<file path="config.mk">
export PLATFORM = sky130hd
export DESIGN_NAME = ps2_scancode_decoder
export DESIGN_NICKNAME = d
export VERILOG_FILES = /design/src/rtl/ps2_scancode_decoder.sv
export SDC_FILE = /design/constraint.sdc
export NUM_CORES = 1
export LEC_CHECK = 0
export ABC_AREA = 1
export BUFFER_PORTS_ARGS = -buffer_cell sky130_fd_sc_hd__buf_2
export CAP_MARGIN = 10
export CORE_MARGIN = 4
export CORE_UTILIZATION = 39
export DETAILED_ROUTE_END_ITERATION = 6
export GPL_TIMING_DRIVEN = 0
export SLEW_MARGIN = 20
export SYNTH_ARGS = -nofsm -noshare
export SYNTH_HDL_FRONTEND = slang
export SYNTH_SLANG_ARGS = --single-unit
</file>
<file path="constraint.sdc">
create_clock -name clk25 -period 4.05 [get_ports clk25]
set_clock_uncertainty 0.15 [all_clocks]
set_input_delay 1.0125 -clock clk25 [delete_from_list [all_inputs] [get_ports clk25]]
set_output_delay 1.0125 -clock clk25 [all_outputs]
set_load 0.01 [all_outputs]
</file>
<file path="src/rtl/ps2_scancode_decoder.sv">
// ps2_scancode_decoder: folds Set-2 E0/F0 prefixes into key events queued in a show-ahead FIFO
module ps2_scancode_decoder #(
  parameter int TIMEOUT_CYCLES = 25000,
  parameter int FIFO_DEPTH = 4
) (
  input  logic       clk25,
  input  logic       reset,
  input  logic [7:0] byte_in,
  input  logic       byte_valid,
  output logic [7:0] evt_code,
  output logic       evt_ext,
  output logic       evt_brk,
  output logic       evt_valid,
  input  logic       evt_rd,
  output logic       overflow,
  input  logic       clr_overflow,
  output logic       busy
);
  localparam int TW = $clog2(TIMEOUT_CYCLES);
  localparam int AW = $clog2(FIFO_DEPTH);
  localparam int CW = $clog2(FIFO_DEPTH + 1);
  localparam logic [TW-1:0] TLAST = TW'(TIMEOUT_CYCLES - 1);
  localparam logic [CW-1:0] FULL = CW'(FIFO_DEPTH);
  typedef enum logic [1:0] {IDLE, EXT, BRK, EXT_BRK} state_t;
  state_t state, nxt;
  logic [TW-1:0] tcnt;
  logic [9:0] mem [FIFO_DEPTH];
  logic [AW-1:0] wp, rp;
  logic [CW-1:0] count;
  logic ext, brk, is_e0, is_f0, is_err, emit, full, rd, wr, expire;
  always_comb begin
    ext = state == EXT || state == EXT_BRK;
    brk = state == BRK || state == EXT_BRK;
    is_e0 = byte_in == 8'hE0;
    is_f0 = byte_in == 8'hF0;
    is_err = byte_in == 8'h00 || byte_in == 8'hFF;
    emit = byte_valid && !is_e0 && !is_f0 && !is_err;
    nxt = is_err ? IDLE : is_e0 ? (brk ? EXT_BRK : EXT) : is_f0 ? (ext ? EXT_BRK : BRK) : IDLE;
    expire = state != IDLE && tcnt == TLAST;
    evt_valid = count != '0;
    full = count == FULL;
    rd = evt_rd && evt_valid;
    wr = emit && (!full || rd);
    evt_code = evt_valid ? mem[rp][7:0] : '0;
    evt_brk = evt_valid ? mem[rp][8] : 1'b0;
    evt_ext = evt_valid ? mem[rp][9] : 1'b0;
    busy = state != IDLE;
  end
  always_ff @(posedge clk25) begin
    if (reset) begin
      state <= IDLE;
      tcnt <= '0;
      wp <= '0;
      rp <= '0;
      count <= '0;
      overflow <= 1'b0;
    end else begin
      state <= byte_valid ? nxt : expire ? IDLE : state;
      tcnt <= (byte_valid || state == IDLE || expire) ? '0 : tcnt + TW'(1);
      if (wr) begin
        mem[wp] <= {ext, brk, byte_in};
        wp <= wp + AW'(1);
      end
      if (rd) rp <= rp + AW'(1);
      count <= count + CW'(wr) - CW'(rd);
      overflow <= (emit && full && !rd) || (overflow && !clr_overflow);
    end
  end
endmodule

</file>
==> out/results.txt, run 1 <==
H-tree depth = 3
Sequential share of power = 44.3%
XOR/XNOR share of the synthesized area = 1.76%
Hold Path End = tcnt[0]$_SDFF_PP0_
Yosys cell types = 29
Hold WS = 0.300 ns
# nets final = 383
Clock slew at reported path FFs = 0.08 ns
DP HPWL = 4070 um
Worst vdd ir = 0.281 mV
Post-synthesis simple-gate area fraction = 22.7%
Final setup TNS = 0 ns
Net Sw Frac = 32.0%
Hold Crit Start = tcnt[0]$_SDFF_PP0_
Slowest CP cell = clkbuf_1
First-pass GRT wire length = 9800 um
FMAX = 0.330 GHz
Multiplexer area fraction after synthesis = 0%
# setup viols final = 0
Mapped Area = 2990 um2
Drt pass-1 iters = 5
Area of the multi-input gates = 1110 um2
Core Rows = 31
TritonCTS clock tree = built
Iteration-0 DRC Markers = 123
Initial antenna violation count = 0
GP Congestion = 0.815
Area growth syn-to-layout = 16.9%
Via count = 2161
WL final = 5730 um
Slew HR = 60.1%
Syn Nets = 343
Routed WL per cell = 12.3 um
Register bit total from synthesis = 67
Cell Chain, Critical Path = clkbuf_1 -> nor2_1 -> nor2_1 -> o21ai_0 -> a21oi_1 -> buf_2
IO Pins = 26
Synth Area in Compound Gates = 8.71%
HP Class = reg2reg
Number of buffers created by CTS = 9
Die width = 95.5 um
Power per cell area = 507 nW/um2
Crit path DAT = 1.86 ns
Total core area = 7330 um2
Hold Violations, Final = 0
Sequential-to-total area share from yosys stat = 58.3%
Clock power share = 32.6%
Status = finished clean
FF-to-FF path depth = 8
Latest clock arrival within the worst-skew pair = 0.33 ns
Die height = 95.5 um
Gate Count Post-Synth = 323
DR DRC count = 0
Largest family of logic cells by synthesized area = simple AND/OR/NAND/NOR gates
Root Buffer = clkbuf_8
Synth Area in Adders = 3.18%
Most common cell after layout, fill and taps aside = nor2_1
Worst r2r src = count[1]$_SDFF_PP0_
Vias in the first global route = 2101
Pint = 1.20 mW
GRT overflow = 0
Largest buffer count on any clock path = 2
R2R Setup Slk = 1.93 ns
All-layer global routing usage = 14.4%
Crit path max fanout = 10
Critical Path RT = 2.89 ns
Fillers = 712
Clock sinks = 67
CP Launch Type = register
Vias per Instance = 4.63
Minimum clock period = 3.03 ns
Port bufs = 25
YS warnings = 0
LEAKAGE = 1.29 nW
R2r endpoint = count[2]$_SDFF_PP0_
Net Switching = 567 uW
Seq. cell area = 1740 um2
Post-CTS setup buffer count = 0
Die footprint = 9130 um2
Final slew viol count = 0
Most used cell, CP = nor2_1
Max_cap viols = 0
Comb pwr share = 23.2%
Kind of critical path = reg2out
Initial Utilization = 40.8%
Final worst path period share = 74.7%
Mean cell area of the mapped netlist = 9.25 um2
Max stage delay on crit path = 0.49 ns
RSZ-0062 raised after global routing = no
Post-CTS sizing = 0
Commonest cells after routing, fill and taps aside = nor2_1 (73), edfxtp_1 (40), nand2_1 (38), inv_1 (29)
Hold_buf cts = 0
Hold path cells = 1
Layout cells sized above 1 = 17.7%
Largest net degree at the start of global routing = 15
Routed Antenna Nets = 0
# diodes = 0
CP endpoint kind = primary output
Slew @ Worst Pin = 0.598 ns
## logic make-up (layout without fill, tap and decap cells)
| family | after synthesis | in the layout |
|---|---|---|
| AOI/OAI and AO/OA | 52 | 52 |
| xor gates and xnor gates | 6 | 6 |
| adders and majority gates | 7 | 7 |
| buffers and inverters | 41 | 86 |
| DFF | 67 | 67 |
| and+or+nand+nor | 150 | 150 |
## power by group through the flow
| stage | logic (mW) | registers, mW | clock network (mW) |
|---|---|---|---|
| floorplan | 0.264 | 0.795 | 0 |
| global placement | 0.405 | 0.799 | 0 |
| detailed placement | 0.417 | 0.799 | 0 |
| CTS | 0.420 | 0.784 | 0.593 |
| global route | 0.473 | 0.789 | 0.636 |
| finish | 0.410 | 0.784 | 0.577 |
## registers in the layout, summed over array words and instances (netlist names), named ones only
register / cells
wp: 2
state: 2
overflow: 1
count: 3
rp: 2
mem: 40
tcnt: 15
## worst max-delay path: cells and delay by family (launching register included)
kind            cells  cell delay (ns)
compound gates      2             0.29
flops               1             0.37
buf+inv             2             0.66
simple gates        2             0.20
## synth_stat cells, drive strengths merged
cell type   n  share of area (%)
clkbuf      8                1.0
edfxtp     40                 40
nand2      43                5.8
clkinv      1               0.13
inv        30                3.8
fa          1               0.67
nor3        3               0.50
xnor2       3               0.88
nor3b       4                1.0
or2         2               0.42
nand3b      1               0.25
nand3      15                2.8
o21ai      28                4.7
nor2       77                 10
xor2        3               0.88
a21oi      24                4.0
dfxtp      27                 18
nand4       5                1.5
buf         2               0.42
ha          6                2.5
## stage by stage
stage | cells | setup WS, ns | cell area, um2 | utilization [%] | power, mW
after floorplan | 323 | 1.12 | 2990 | - | 1.06
after global placement | 447 | 0.290 | 3240 | 44.2 | 1.20
after global routing | 467 | 0.826 | 3490 | 47.7 | 1.90
after detailed placement | 451 | 0.927 | 3290 | 44.8 | 1.22
after CTS | 467 | 1.03 | 3490 | 47.7 | 1.80
final | 467 | 1.02 | 3490 | 47.7 | 1.77
## final cells by class
class                      count  area share (%)
multi-input combinational    215            31.7
timing repair buffer          29            4.44
inverter                      31            3.33
clock inverter                 7            2.36
tap                           99            3.55
buffer                        10            1.22
clock buffer                   9            3.55
sequential                    67            49.9
## routing by layer
| metal | global-route usage (%) | part of all wire, % | up-vias |
|---|---|---|---|
| met1 | 18.7 | 47 | 966 |
| met3 | 4.18 | 4.7 | 6 |
| met4 | 6.28 | 1.2 | 0 |
| met2 | 22.2 | 47 | 41 |
| met5 | 0 | 0 | - |
| li1 | - | - | 1148 |
## worst max path at each step
stage	end	slack, ns
floorplan	mem[0][0]$_DFFE_PP_	1.12
global placement	mem[3][2]$_DFFE_PP_	0.29
detailed placement	count[2]$_SDFF_PP0_	0.93
CTS	evt_brk	1.03
global route	evt_ext	0.83
finish	evt_brk	1.02
No activity file was read; power rests on OpenSTA's default activity.
==> run 2, diff against run 1 <==
==> constraint.sdc (replaced) <==
create_clock -name clk25 -period 2.9 [get_ports clk25]
set_clock_uncertainty 0.15 [all_clocks]
set_input_delay 0.725 -clock clk25 [delete_from_list [all_inputs] [get_ports clk25]]
set_output_delay 0.725 -clock clk25 [all_outputs]
set_load 0.01 [all_outputs]
==> out/results.txt, run 2 (synthesized netlist as in run 1, its figures left out) <==
Most flops, register = mem
Kind of critical path = reg2out
Hold Violations, Final = 0 (unchanged)
# diodes = 0 (unchanged)
Drt pass-1 iters = 5 (unchanged)
Initial Utilization = 40.8% (unchanged)
DP HPWL = 4070 um (unchanged)
Vias in the first global route = 2101 (unchanged)
Number of buffers created by CTS = 9 (unchanged)
Largest buffer count on any clock path = 2 (unchanged)
Crit path DAT = 1.70 ns (-0.16 ns)
# setup viols final = 0 (unchanged)
Hold path cells = 1 (unchanged)
H-tree depth = 3 (unchanged)
Largest net degree at the start of global routing = 15 (unchanged)
Slew @ Worst Pin = 0.551 ns (-0.0464 ns)
TritonCTS clock tree = built
DR DRC count = 0 (unchanged)
Commonest cells after routing, fill and taps aside = nor2_1 (73), edfxtp_1 (40), nand2_1 (38), inv_1 (29)
WL final = 5700 um (-0.63%)
# nets final = 383 (unchanged)
Critical Path RT = 2.03 ns (-0.86 ns)
Root Buffer = clkbuf_8
Crit path max fanout = 10 (unchanged)
Worst vdd ir = 0.390 mV (+39%)
R2R Setup Slk = 0.78 ns (-1.15 ns)
Final setup TNS = 0 ns (unchanged)
Slew HR = 63.1% (+2.9 points)
Final slew viol count = 0 (unchanged)
Number of flip-flops under the largest register name = 40 (unchanged)
Die width = 95.5 um (unchanged)
Die height = 95.5 um (unchanged)
Most common cell after layout, fill and taps aside = nor2_1
Fillers = 712 (unchanged)
IO Pins = 26 (unchanged)
CP endpoint kind = primary output
FMAX = 0.388 GHz
Clock sinks = 67 (unchanged)
First-pass GRT wire length = 9800 um (unchanged)
Iteration-0 DRC Markers = 123 (unchanged)
Clock slew at reported path FFs = 0.08 ns (about the same)
Routed Antenna Nets = 0 (unchanged)
Biggest regs = mem: 40 flops, tcnt: 15 flops, count: 3 flops
LEAKAGE = 1.29 nW (+0.49%)
Area growth syn-to-layout = 17.0% (about the same)
Routed WL per cell = 12.2 um (-0.63%)
Status = finished clean
Crit path capture = evt_brk
Total core area = 7330 um2 (unchanged)
Latest clock arrival within the worst-skew pair = 0.33 ns (about the same)
FF-to-FF path depth = 8 (unchanged)
Vias per Instance = 4.60 (-0.69%)
All-layer global routing usage = 14.4% (unchanged)
Via count = 2146 (-0.69%)
GRT overflow = 0 (unchanged)
Hold_buf cts = 0 (unchanged)
Initial antenna violation count = 0 (unchanged)
Port bufs = 25 (unchanged)
Hold WS = 0.300 ns (unchanged)
RSZ-0062 raised after global routing = no
R2r endpoint = count[2]$_SDFF_PP0_
Max_cap viols = 0 (unchanged)
Final worst path period share = 89.0%
Worst r2r src = count[1]$_SDFF_PP0_
Layout cells sized above 1 = 18.2% (+0.54 points)
Core Rows = 31 (unchanged)
GP Congestion = 0.815 (unchanged)
Power per cell area = 708 nW/um2 (+40%)
CP Launch Type = register
Die footprint = 9130 um2 (unchanged)
HP Class = reg2reg
Minimum clock period = 2.58 ns
==> run 2: cell types whose count changed in the layout (fill, tap and decap cells not counted) <==
cell	change
clkbuf_1	-2
clkbuf_2	+2
==> run 2: area by class of cell <==
type                    count  area, um2  share of cell area, %
inverters                  31        116                   3.33
multi-input cells         215       1110                   31.7
clock inverters             7       82.6                   2.36
repair buffers             29        155                   4.44
flip-flops and latches     67       1740                   49.8
plain buffers              10       45.0                   1.29
clock buffers               9        124                   3.54
well taps                  99        124                   3.54
==> run 2: worst min path at each step <==
stage,from,to,slack [ns]
6_report,tcnt[0]$_SDFF_PP0_,tcnt[0]$_SDFF_PP0_,0.30
5_1_grt,tcnt[0]$_SDFF_PP0_,tcnt[0]$_SDFF_PP0_,0.33
4_1_cts,tcnt[0]$_SDFF_PP0_,tcnt[0]$_SDFF_PP0_,0.30
3_5_place_dp,tcnt[0]$_SDFF_PP0_,tcnt[0]$_SDFF_PP0_,0.29
3_3_place_gp,tcnt[0]$_SDFF_PP0_,tcnt[0]$_SDFF_PP0_,0.28
2_1_floorplan,tcnt[0]$_SDFF_PP0_,tcnt[0]$_SDFF_PP0_,0.27
==> run 2: critical path: stages (launching register included) <==
cell and delay (ns):
dfxtp_1 0.34, inv_1 0.08, clkbuf_1 0.37, o21ai_0 0.18, a21oi_1 0.23, buf_2 0.17
==> run 2: per-stage QoR <==
stage / power, mW / std cells / setup WS, ns / utilization [%] / cell area [um2]
final: 2.48 / 467 / 0.320 / 47.7 / 3500
after global routing: 2.65 / 467 / 0.211 / 47.7 / 3500
after CTS: 2.51 / 467 / 0.170 / 47.7 / 3490
after detailed placement: 1.70 / 451 / 0.0648 / 44.8 / 3290
after global placement: 1.68 / 447 / -0.572 / 44.2 / 3240
after floorplan: 1.48 / 323 / 0.260 / - / 2990
==> run 2: report_power, final <==
part           switching (mW)  internal [mW]
clock network           0.393          0.412
logic                   0.365          0.210
registers              0.0311           1.06
total                   0.790           1.69
==> run 2: routing by layer <==
metal	GRT usage (%)	part of all wire, %	wire length (um)	vias to the layer above
li1	-	-	-	1150
met1	18.7	48	2710	951
met2	22.2	47	2680	39
met3	4.18	4.2	237	6
met4	6.28	1.2	68	0
met5	0	0	0	-
==> run 2: repair_timing <==
action,CTS,global route
setup buffers,0,0
gates resized for setup,0,4
setup endpoints to repair,0,2
==> run 3, diff against run 2 <==
--- a/config.mk
+++ b/config.mk
@@ -8,8 +8,9 @@
 export ABC_AREA = 1
 export BUFFER_PORTS_ARGS = -buffer_cell sky130_fd_sc_hd__buf_2
 export CAP_MARGIN = 10
+export CORE_ASPECT_RATIO = 0.75
 export CORE_MARGIN = 4
-export CORE_UTILIZATION = 39
+export CORE_UTILIZATION = 45
 export DETAILED_ROUTE_END_ITERATION = 6
 export GPL_TIMING_DRIVEN = 0
 export SLEW_MARGIN = 20
==> out/results.txt, run 3 (synthesized netlist as in run 1, its figures left out) <==
Largest buffer count on any clock path = 2 (unchanged)
LEAKAGE = 1.28 nW (-1.2%)
Buffers and inverters on the worst path = 2 (-1)
DR DRC count = 0 (unchanged)
Most flops, register = mem
Clock slew at reported path FFs = 0.07 ns (about the same)
Dpl ws = 0.0464 ns (-0.0184 ns)
Die width = 102 um (+6.9%)
All-layer global routing usage = 17.3% (+2.9 points)
Number of flip-flops under the largest register name = 40 (unchanged)
Routed Antenna Nets = 0 (unchanged)
FMAX = 0.376 GHz (-3.0%)
Max stage delay on crit path = 0.45 ns (+0.08 ns)
DP HPWL = 4400 um (+8.1%)
Final worst path period share = 91.7% (+2.7 points)
Commonest cells after routing, fill and taps aside = nor2_1 (73), edfxtp_1 (40), nand2_1 (38), inv_1 (29)
RSZ-0062 raised after global routing = no
Clock sinks = 67 (unchanged)
Largest net degree at the start of global routing = 12 (-3)
Area of the multi-input gates = 1110 um2 (unchanged)
Root Buffer = clkbuf_8
Routed WL per cell = 13.6 um (+12%)
TritonCTS clock tree = built
Power per cell area = 696 nW/um2 (-1.8%)
Total core area = 6380 um2 (-13%)
CP Launch Type = register
# diodes = 0 (unchanged)
Slowest CP cell = clkbuf_1
Die footprint = 8020 um2 (-12%)
Hold_buf cts = 0 (unchanged)
Drt pass-1 iters = 5 (unchanged)
Worst vdd ir = 0.262 mV (-33%)
Crit path DAT = 1.78 ns (+0.08 ns)
Port bufs = 25 (unchanged)
Post-CTS setup buffer count = 0 (unchanged)
H-tree depth = 3 (unchanged)
Vias per Instance = 4.98 (+8.4%)
Final slew viol count = 0 (unchanged)
Seq. cell area = 1740 um2 (unchanged)
Most used cell, CP = nor2_1
Crit path max fanout = 10 (unchanged)
Delay-heaviest family, CP = buffers and inverters
Kind of critical path = reg2out
Fillers = 598 (-16%)
Layout cells sized above 1 = 16.9% (-1.3 points)
Core Rows = 25 (-19%)
Slew @ Worst Pin = 0.574 ns (+0.0230 ns)
Die height = 78.6 um (-18%)
GP Congestion = 0.741 (-9.0%)
HP Class = reg2reg
Status = finished clean
GRT overflow = 0 (unchanged)
Post-CTS sizing = 0 (unchanged)
Initial antenna violation count = 0 (unchanged)
Via count = 2231 (+4.0%)
Biggest regs = mem: 40 flops, tcnt: 15 flops, count: 3 flops
Slew HR = 61.7% (-1.4 points)
First-pass GRT wire length = 10400 um (+6.4%)
Most common cell after layout, fill and taps aside = nor2_1
Vias in the first global route = 2142 (+2.0%)
Number of buffers created by CTS = 9 (unchanged)
# setup viols final = 0 (unchanged)
Area growth syn-to-layout = 15.4%
IO Pins = 26 (unchanged)
# nets final = 383 (unchanged)
Setup WS post-layout = 0.241 ns (-0.0791 ns)
Hold Violations, Final = 0 (unchanged)
WL final = 6090 um (+7.0%)
Latest clock arrival within the worst-skew pair = 0.33 ns (about the same)
Hold WS = 0.309 ns (+0.00826 ns)
Minimum clock period = 2.66 ns (+0.0791 ns)
CP endpoint kind = primary output
Initial Utilization = 46.8% (+6.1 points)
Critical Path RT = 2.03 ns (about the same)
Iteration-0 DRC Markers = 139 (+13%)
Max_cap viols = 0 (unchanged)
Cell Chain, Critical Path = clkbuf_1 -> nor2_1 -> nor2_1 -> o21ai_0 -> a21oi_1 -> buf_2
run 3: cell types whose count changed in the layout (fill, tap and decap cells not counted), sizes merged:
cell / change
clkinvlp: -1
clkbuf: +1
inv: -4
clkinv: +3
run 3: path summary, 6_finish.rpt:
path / slack (ns) / endpoint / cells past startpoint / startpoint
hold reg to reg: 0.31 / tcnt[0]$_SDFF_PP0_ / 1 / tcnt[0]$_SDFF_PP0_
hold / removal: 0.31 / tcnt[0]$_SDFF_PP0_ / 1 / tcnt[0]$_SDFF_PP0_
setup / recovery: 0.24 / evt_brk / 6 / register
setup reg to reg: 0.79 / count[2]$_SDFF_PP0_ / 8 / count[1]$_SDFF_PP0_
run 3: per-stage QoR:
stage / cells / util [%] / setup TNS, ns / total power, mW / cell area, um2
CTS: 448 / 54.0 / 0 / 2.43 / 3450
finish: 448 / 54.0 / 0 / 2.40 / 3450
floorplan: 323 / - / 0 / 1.48 / 2990
global route: 448 / 54.0 / 0 / 2.57 / 3450
detailed placement: 433 / 51.2 / 0 / 1.70 / 3260
global placement: 429 / 50.4 / -25.21 / 1.69 / 3210
run 3: power by group:
part / switching (mW) / internal (mW)
clock: 0.337 / 0.389
sequential: 0.0314 / 1.06
combinational: 0.369 / 0.207
total: 0.737 / 1.66
run 3: final cells by class:
class,instances,share of cell area (%)
clock inverters,5,1.60
clock buffers,10,3.70
flip-flops and latches,67,50.5
inverters,31,3.38
repair buffers,29,4.50
plain buffers,10,1.23
multi-input cells,215,32.1
well taps,81,2.94
run 3: metal layers:
| layer | vias to the layer above | wire length (um) | GRT usage, % |
|---|---|---|---|
| met1 | 1034 | 2920 | 24.8 |
| li1 | 1144 | - | - |
| met4 | 0 | 34 | 5.11 |
| met2 | 49 | 2780 | 24.9 |
| met3 | 4 | 368 | 5.60 |
| met5 | - | 0 | 0 |
